===== config.mk =====
export PLATFORM = sky130hd
export DESIGN_NAME = return_stack
export DESIGN_NICKNAME = d
export VERILOG_FILES = /design/src/rtl/return_stack_pkg.sv /design/src/rtl/return_stack_entry_bank.sv /design/src/rtl/return_stack.sv
export SDC_FILE = /design/constraint.sdc
export NUM_CORES = 1
export LEC_CHECK = 0
export CAP_MARGIN = 25
export CORE_AREA = 2 2 108 110
export DETAILED_ROUTE_END_ITERATION = 10
export DIE_AREA = 0 0 110 112
export PLACE_DENSITY = 0.6
export SKIP_CTS_REPAIR_TIMING = 1
export SLEW_MARGIN = 30
export SYNTH_ARGS = -nofsm -noshare
export SYNTH_HDL_FRONTEND = slang
export SYNTH_SLANG_ARGS = --single-unit

===== constraint.sdc =====
create_clock -name clk -period 3.7 [get_ports clk]
set_input_delay 0.74 -clock clk [delete_from_list [all_inputs] [get_ports clk]]
set_output_delay 0.74 -clock clk [all_outputs]
set_load 0.005 [all_outputs]

===== src/rtl/return_stack_pkg.sv =====
// ---------------------------------------------------------------------------
// return_stack_pkg
// Shared definitions for the return-address stack:
//   - full-stack policy selectors used as the WRAP parameter value
//   - modulo pointer step helpers that work for any DEPTH >= 2
// ---------------------------------------------------------------------------
package return_stack_pkg;

  // Full-stack policy: reject the push, or overwrite the oldest entry.
  localparam int POLICY_REJECT    = 0;
  localparam int POLICY_OVERWRITE = 1;

  // Compare-and-wrap rather than bit truncation, so DEPTH need not be 2^n.
  function automatic int unsigned ptr_inc(input int unsigned ptr,
                                          input int unsigned depth);
    return (ptr >= depth - 1) ? 0 : ptr + 1;
  endfunction

  function automatic int unsigned ptr_dec(input int unsigned ptr,
                                          input int unsigned depth);
    return (ptr == 0) ? depth - 1 : ptr - 1;
  endfunction

endpackage


===== src/rtl/return_stack_entry_bank.sv =====
// ---------------------------------------------------------------------------
// stack_entry_bank
// DEPTH x WIDTH register array holding the stack entries. Contents are not
// reset; validity is tracked by the owner through its entry count.
// Ports:
//   clk      clock
//   i_we     write enable
//   i_waddr  write address (0..DEPTH-1)
//   i_wdata  write data
//   i_raddr  read address (0..DEPTH-1)
//   o_rdata  asynchronous read data
// ---------------------------------------------------------------------------
module stack_entry_bank #(
  parameter int WIDTH = 12,
  parameter int DEPTH = 8,
  parameter int AW    = $clog2(DEPTH)
) (
  input  logic             clk,
  input  logic             i_we,
  input  logic [AW-1:0]    i_waddr,
  input  logic [WIDTH-1:0] i_wdata,
  input  logic [AW-1:0]    i_raddr,
  output logic [WIDTH-1:0] o_rdata
);

  logic [WIDTH-1:0] r_mem [DEPTH];

  genvar gi;
  generate
    for (gi = 0; gi < DEPTH; gi++) begin : g_entry
      always_ff @(posedge clk) begin
        if (i_we && (i_waddr == AW'(gi))) begin
          r_mem[gi] <= i_wdata;
        end
      end
    end
  endgenerate

  // The owner only ever presents in-range read addresses.
  assign o_rdata = r_mem[i_raddr];

endmodule


===== src/rtl/return_stack.sv =====
// ---------------------------------------------------------------------------
// return_stack
// LIFO of return PCs for call/return. The top of stack is visible on q with
// no read latency; push/pop take effect on the sampling posedge.
// Ports:
//   clk        clock
//   rst        asynchronous active-low reset
//   push/pop   stack operations (both high on a non-empty stack = replace top)
//   d          value to push
//   q          top entry, 0 when empty
//   count      number of valid entries
//   empty/full status derived from count
//   overflow   sticky: push on full (rejected or overwriting oldest)
//   underflow  sticky: pop while empty
//   clr_err    clears both sticky flags (a new error in the same cycle wins)
// ---------------------------------------------------------------------------
module return_stack
  import return_stack_pkg::*;
#(
  parameter  int WIDTH = 12,
  parameter  int DEPTH = 8,
  parameter  int WRAP  = POLICY_REJECT,
  localparam int CNT_W = $clog2(DEPTH + 1)
) (
  input  logic             clk,
  input  logic             rst,
  input  logic             push,
  input  logic             pop,
  input  logic [WIDTH-1:0] d,
  output logic [WIDTH-1:0] q,
  output logic [CNT_W-1:0] count,
  output logic             empty,
  output logic             full,
  output logic             overflow,
  output logic             underflow,
  input  logic             clr_err
);

  localparam int PTR_W = $clog2(DEPTH);

  // r_top is the next free slot. The oldest entry is implied by r_top and
  // r_count, so overwriting in ring mode needs no separate bottom register.
  logic [PTR_W-1:0] r_top;
  logic [CNT_W-1:0] r_count;
  logic             r_ovf;
  logic             r_udf;

  logic [PTR_W-1:0] w_top_p1;
  logic [PTR_W-1:0] w_top_m1;
  logic [PTR_W-1:0] w_top_next;
  logic [PTR_W-1:0] w_waddr;
  logic [CNT_W-1:0] w_count_next;
  logic             w_we;
  logic             w_ovf_set;
  logic             w_udf_set;
  logic             w_empty;
  logic             w_full;
  logic [WIDTH-1:0] w_rdata;

  assign w_empty  = (r_count == '0);
  assign w_full   = (r_count == CNT_W'(DEPTH));
  assign w_top_p1 = PTR_W'(ptr_inc(32'(r_top), DEPTH));
  assign w_top_m1 = PTR_W'(ptr_dec(32'(r_top), DEPTH));

  always_comb begin
    w_top_next   = r_top;
    w_count_next = r_count;
    w_we         = 1'b0;
    w_waddr      = r_top;
    w_ovf_set    = 1'b0;
    w_udf_set    = 1'b0;
    if (push && pop && !w_empty) begin
      // Return-then-call: overwrite the top entry in place.
      w_we    = 1'b1;
      w_waddr = w_top_m1;
    end else if (push) begin
      // A pop alongside a push on an empty stack is ignored, no underflow.
      if (!w_full) begin
        w_we         = 1'b1;
        w_top_next   = w_top_p1;
        w_count_next = r_count + CNT_W'(1);
      end else if (WRAP == POLICY_OVERWRITE) begin
        // Full ring: the new entry lands on the oldest slot.
        w_we       = 1'b1;
        w_top_next = w_top_p1;
        w_ovf_set  = 1'b1;
      end else begin
        w_ovf_set = 1'b1;
      end
    end else if (pop) begin
      if (!w_empty) begin
        w_top_next   = w_top_m1;
        w_count_next = r_count - CNT_W'(1);
      end else begin
        w_udf_set = 1'b1;
      end
    end
  end

  always_ff @(posedge clk or negedge rst) begin
    if (!rst) begin
      r_top   <= '0;
      r_count <= '0;
      r_ovf   <= 1'b0;
      r_udf   <= 1'b0;
    end else begin
      r_top   <= w_top_next;
      r_count <= w_count_next;
      r_ovf   <= w_ovf_set | (r_ovf & ~clr_err);
      r_udf   <= w_udf_set | (r_udf & ~clr_err);
    end
  end

  stack_entry_bank #(
    .WIDTH (WIDTH),
    .DEPTH (DEPTH),
    .AW    (PTR_W)
  ) u_bank (
    .clk     (clk),
    .i_we    (w_we),
    .i_waddr (w_waddr),
    .i_wdata (d),
    .i_raddr (w_top_m1),
    .o_rdata (w_rdata)
  );

  assign q         = w_empty ? '0 : w_rdata;
  assign count     = r_count;
  assign empty     = w_empty;
  assign full      = w_full;
  assign overflow  = r_ovf;
  assign underflow = r_udf;

endmodule


# Word-level counts from Yosys, hierarchy flattened
# Memories as Yosys holds them, arrays and structs flattened.
# Index checks and enable logic that the tools add are counted.
# word_totals
ff_bits	9
ramBits	96
input_bits	17
out_inout_bits	20
n_memories	1
# classes
n_addsub	4
magnitude_cmp	1
eq_ne	10
muxes	59
bitwise	6
n_reduce_logical	23
# memory_table
memory	words	word_bits	read_ports	rd_clocked_by_memory_dff	wr	line_no	source
u_bank.r_mem	8	12	1	0	1	return_stack_entry_bank.sv:26	logic [WIDTH-1:0] r_mem [DEPTH];
# op_table
cell	count
$mux W12	8
$reduce_or A12 Y1	7
$mux W3	14
$mux W1	33
$mux W4	4
$eq A3 B3 Y1 const B	4
$logic_and A1 B1 Y1	10
$eq A3 B2 Y1 const B	2
$logic_not A3 Y1	2
$add A4 B1 Y4 const B	1
$eq A4 B4 Y1 const B	1
$logic_not A4 Y1	1
$ne A2 B2 Y1 const B	2
$reduce_and A4 Y1	1
$sub A4 B1 Y4 const B	1
$add A3 B1 Y3 const B	1
$eq A3 B1 Y1 const B	1
$ge A3 B3 Y1 const B	1
$sub A3 B1 Y3 const B	1
$and A1 B1 Y1	2
$not A1 Y1	2
$or A1 B1 Y1	2
$reduce_bool A2 Y1	1
$logic_not A1 Y1	1

# Longest topological paths before layout
# logic_depth
depth_word	16
depth_mapped	7

# Hierarchy
# From an unflattened synthesis, not the netlist that was laid out.
# unflattened
cells_unflattened	231
area_unflattened_um2	4458.0
# modules_own_cells
mod	instances	cells_each	area_per_inst_um2
stack_entry_bank	1	152	3747.3
return_stack	1	79	710.7

# Least setup slack after synthesis
# OpenSTA, ideal clock, no wires.
# synth_path
kind	input -> register
from	input port pop
to	memory u_bank.r_mem[6][0], enable pin
setup_ns	0.396
t_arrival_ns	2.386
t_required_ns	3.304
path_slack_ns	0.918
path_stages	5
path_buffers	1
path_cell_list	o41ai_1 buf_2 or2_2 o21a_1 nor3_1
# synth_via
elab_chain_len	15
elab_cells_between_ends	57
classes_between	eq/ne (7); mux (32); reduce/logical (18)
# synth_rtl
item	line_no	source
start, declared	return_stack.sv:28	input logic pop,
$logic_and A1 B1 Y1 * (2 in series)	return_stack.sv:72	if (push && pop && !w_empty) begin
$mux W3	return_stack.sv:72	
$eq A3 B1 Y1	return_stack_entry_bank.sv:32	if (i_we && (i_waddr == AW'(gi))) begin
$logic_and A1 B1 Y1	return_stack_entry_bank.sv:32	
$mux W1	return_stack_entry_bank.sv:32	
$mux W1 (implied by the code)	return_stack_entry_bank.sv:33	r_mem[gi] <= i_wdata;
$reduce_or A12 Y1 (no source line)	--	
$mux W3 (no source line) / $mux W1 (equally long branches) (7 in series)	--	
end, declared	return_stack_entry_bank.sv:26	
# Every way passes the cells marked *; elsewhere a longest branch is shown, timed or not.

# Worst setup path in the final report
# layout_path
from	register r_top[1]
to	output port q[2]
# layout_via
elab_chain_len	4
elab_cells_between_ends	5
classes_between	add/sub (1); mux (2); reduce/logical (1); memory (1)
# layout_rtl
item	line_no	source
start, declared	return_stack.sv:43	logic [PTR_W-1:0] r_top;
start signal, assigned	return_stack.sv:107	r_top <= w_top_next;
$sub A3 B1 Y3 / $logic_not A3 Y1 (equally long branches)	return_stack_pkg.sv:21	return (ptr == 0) ? depth - 1 : ptr - 1;
$mux W3 *	return_stack_pkg.sv:21	
$mem_v2 Z8 W12 *	--	
$mux W12 *	return_stack.sv:127	assign q = w_empty ? '0 : w_rdata;
end, declared	return_stack.sv:30	output logic [WIDTH-1:0] q,
# Marks and branches as above.

==> results.yml <==
yosys:
  yosys_reg_bits: 105
  syn_avg_cell_area_um2: 19.65
  netlist_instances: 223
  synth_edf_count: 96
  synth_async_sr_flop_share_pct: 8.571
  yosysWarnings: 0
  synth_flop_cell: "edfxtp_1"
  yosysSeqAreaShare_pct: 70.91
  synthesis.nets: 247
  yosys.cell_types.count: 41
  netlist_area_um2: 4383
status:
  run_status: "finished clean"
final_layout:
  filler_cell_count: 926
  final_net_count: 303
  layout_commonest_cell: "edfxtp_1"
  synthToLayoutAreaGrowth_pct: 21.58
  final_layout_size_suffix_gt1_share_pct: 21.83
  layout_common_cells: "96 x edfxtp_1, 36 x clkdlybuf4s50_1, 17 x buf_4, 13 x mux4_2, 13 x a22o_1"
  final_core_util_pct: 47.69
  post_layout_cell_count: 427
  ff_latch_area_um2: 3108
  postLayoutCellArea_um2: 5329
  multi_input_area_um2: 1209
  insertedDiodeCount: 0
timing:
  maxSlewHeadroom_pct: 56.50
  layout_worst_path_cycle_share_pct: 96.32
  pin_slew_with_the_least_headroom_to_its_limit_ps: 645.5
  max_freq_mhz: 280.6
  unrepaired_setup_endpoints_after_global_routing: "false"
  report.final.hold_viol_count: 0
  summed_negative_setup_slack_over_all_endpoints_ps: 0
  fin_hold_ws_ps: 511.6
  clock_period_minus_worst_slack_ps: 3564
  timing.final.max_slew_violations: 0
  number_of_setup_violations_in_the_final_report: 0
  fin_worst_skew_ps: 12.10
setup_path:
  worst_path_largest_cell_delay_ps: 570
  worst_setup_path_startpoint: "r_top[1]"
  critPathMaxFanout: 24
  arrival_ps: 2820
  worst_r2r_startpoint: "count[0]"
  reg2regPathDepth: 5
  critical_path.endpoint: "q[2]"
  crit_chain: "inv_1, ha_1, a21o_1, buf_12, mux4_1, a22o_1, clkdlybuf4s50_1"
  crit_path_start_kind: "flip-flop"
  critical_path.endpoint_type: "output pin"
  r2r_slack_ps: 900
  critical_path.reg2reg.endpoint: "u_bank.r_mem[5][10]"
  worstSetupPathType: "reg -> out"
  crit_required_ps: 2960
  critical-path-slowest-cell: "mux4_1"
grt:
  top_usage_layer: "met2"
  grt-ovfl-total: 0
  grtUsageTotal_pct: 14.26
  grt_first_pass_wirelength_um: 12430
  grtUsageMet3_pct: 3.454
  groute.layer.met1.usage_pct: 19.44
  antenna_found_initial: 0
  grt_max_degree: 25
  number_of_global_route_vias_before_repair: 2244
  grtUsageMet2_pct: 22.58
routing:
  final_antenna_net_count: 0
  wirelength_um: 8240
  vias: 2273
  detail_route.wl_per_cell_um: 19.30
  drt-initial-drc-count: 94
  route.detailed.drc: 0
  drt_pre_antenna_iters: 4
  drt-vias-per-instance: 5.323
place:
  placedInstanceArea_um2: 5022
  total_placed_cells_including_tap_cells: 411
  place.gp.congestion: 0.7635
  dp_hpwl_um: 5182
  port_buffers: 36
power_and_ir_drop:
  power_per_cell_area_nw_per_um2: 871.4
  total_leakage_power_nw: 1.864
  vdd_drop_max_mv: 0.4201
clock_network:
  clock_tree_from_tritoncts: "built"
  clock_path_buffers: 2
  path_clk_slew_ps: 70
  clock-sinks: 105
  cts-buffers-inserted: 9
  cts.root.buffer_cell: "clkbuf_16"
  clock_insertion_delay_worst_skew_ps: 340
  cts_max_level: 3
floorplanning:
  ioPinCount: 37
  core_ar_um2: 11170
  floorplan.initialDensity_pct: 39.22
  die_y_um: 112
  chipWidth_um: 110
  die-area_um2: 12320
  rows: 39
flow_run:
  maxCapViolations: 0
worst_hold_path:
  worstHoldPathType: "reg -> reg"
## stage by stage
stage                     worst slack, ps  total power, W
final                               136.3        0.004644
after global placement              500.8        0.003783
after CTS                           104.9        0.004711
after global routing                4.490        0.004890
after floorplan                     917.6        0.002899
after detailed placement            495.1        0.003791
## cell type report
cell class	instances	area share, %
Sequential cell	105	58.32
Inverter	7	0.4931
Timing Repair Buffer	54	9.533
Tap cell	143	3.358
Multi-Input combinational cell	102	22.68
Clock inverter	7	1.385
Clock buffer	9	4.226
## how the worst min path moves through the flow
stage,start,end,cells after the start
after floorplan,rst,count[0],0
after global placement,underflow,underflow,1
after detailed placement,underflow,underflow,1
after CTS,underflow,underflow,1
after global routing,overflow,overflow,1
final,underflow,underflow,1
## cells by family (layout without fill, tap and decap cells)
group,Yosys count,after routing,share of synthesized area [%]
buffers and inverters,16,77,2.141
xor gates and xnor gates,3,3,0.5996
DFF,105,105,70.91
adders and majority gates,7,7,2.170
muxes,31,31,14.99
and+or+nand+nor,28,28,3.426
AOI/OAI and AO/OA,33,33,5.766
## cell usage after synthesis, drive strengths merged, types with 4 or more instances
cell    number  area [µm²]
nor3         7       35.03
ha           6       75.07
buf          6       56.30
inv          7       26.28
nor2        10       45.04
a21oi        5       25.02
a22o        13       113.9
mux4        24       581.8
mux2         4       45.04
edfxtp      96        2883
dfrtp        9       225.2
## worst max-delay path: cells and delay by family (launching register included)
| kind | cells | cell delay, ps |
|---|---|---|
| compound gates | 2 | 440 |
| fa+ha+maj | 1 | 220 |
| buf+inv | 3 | 800 |
| flops | 1 | 440 |
| mux | 1 | 570 |
## state kept, by name (all words and copies together), names as in the netlist
| name | flops |
|---|---|
| u_bank.r_mem | 96 |
| count | 4 |
| r_top | 3 |
| overflow | 1 |
| underflow | 1 |
## power by group
group	internal [W]	switching [W]
Combinational	0.00116	0.000951
Clock	0.000475	0.000439
Sequential	0.00153	0.0000959
## routing by layer
layer	vias to the layer above	part of all wire, %
li1	1049	-
met5	-	0
met1	1165	46
met3	10	4.6
met2	49	48
met4	0	1.4
(Power assumes the default switching activity.)
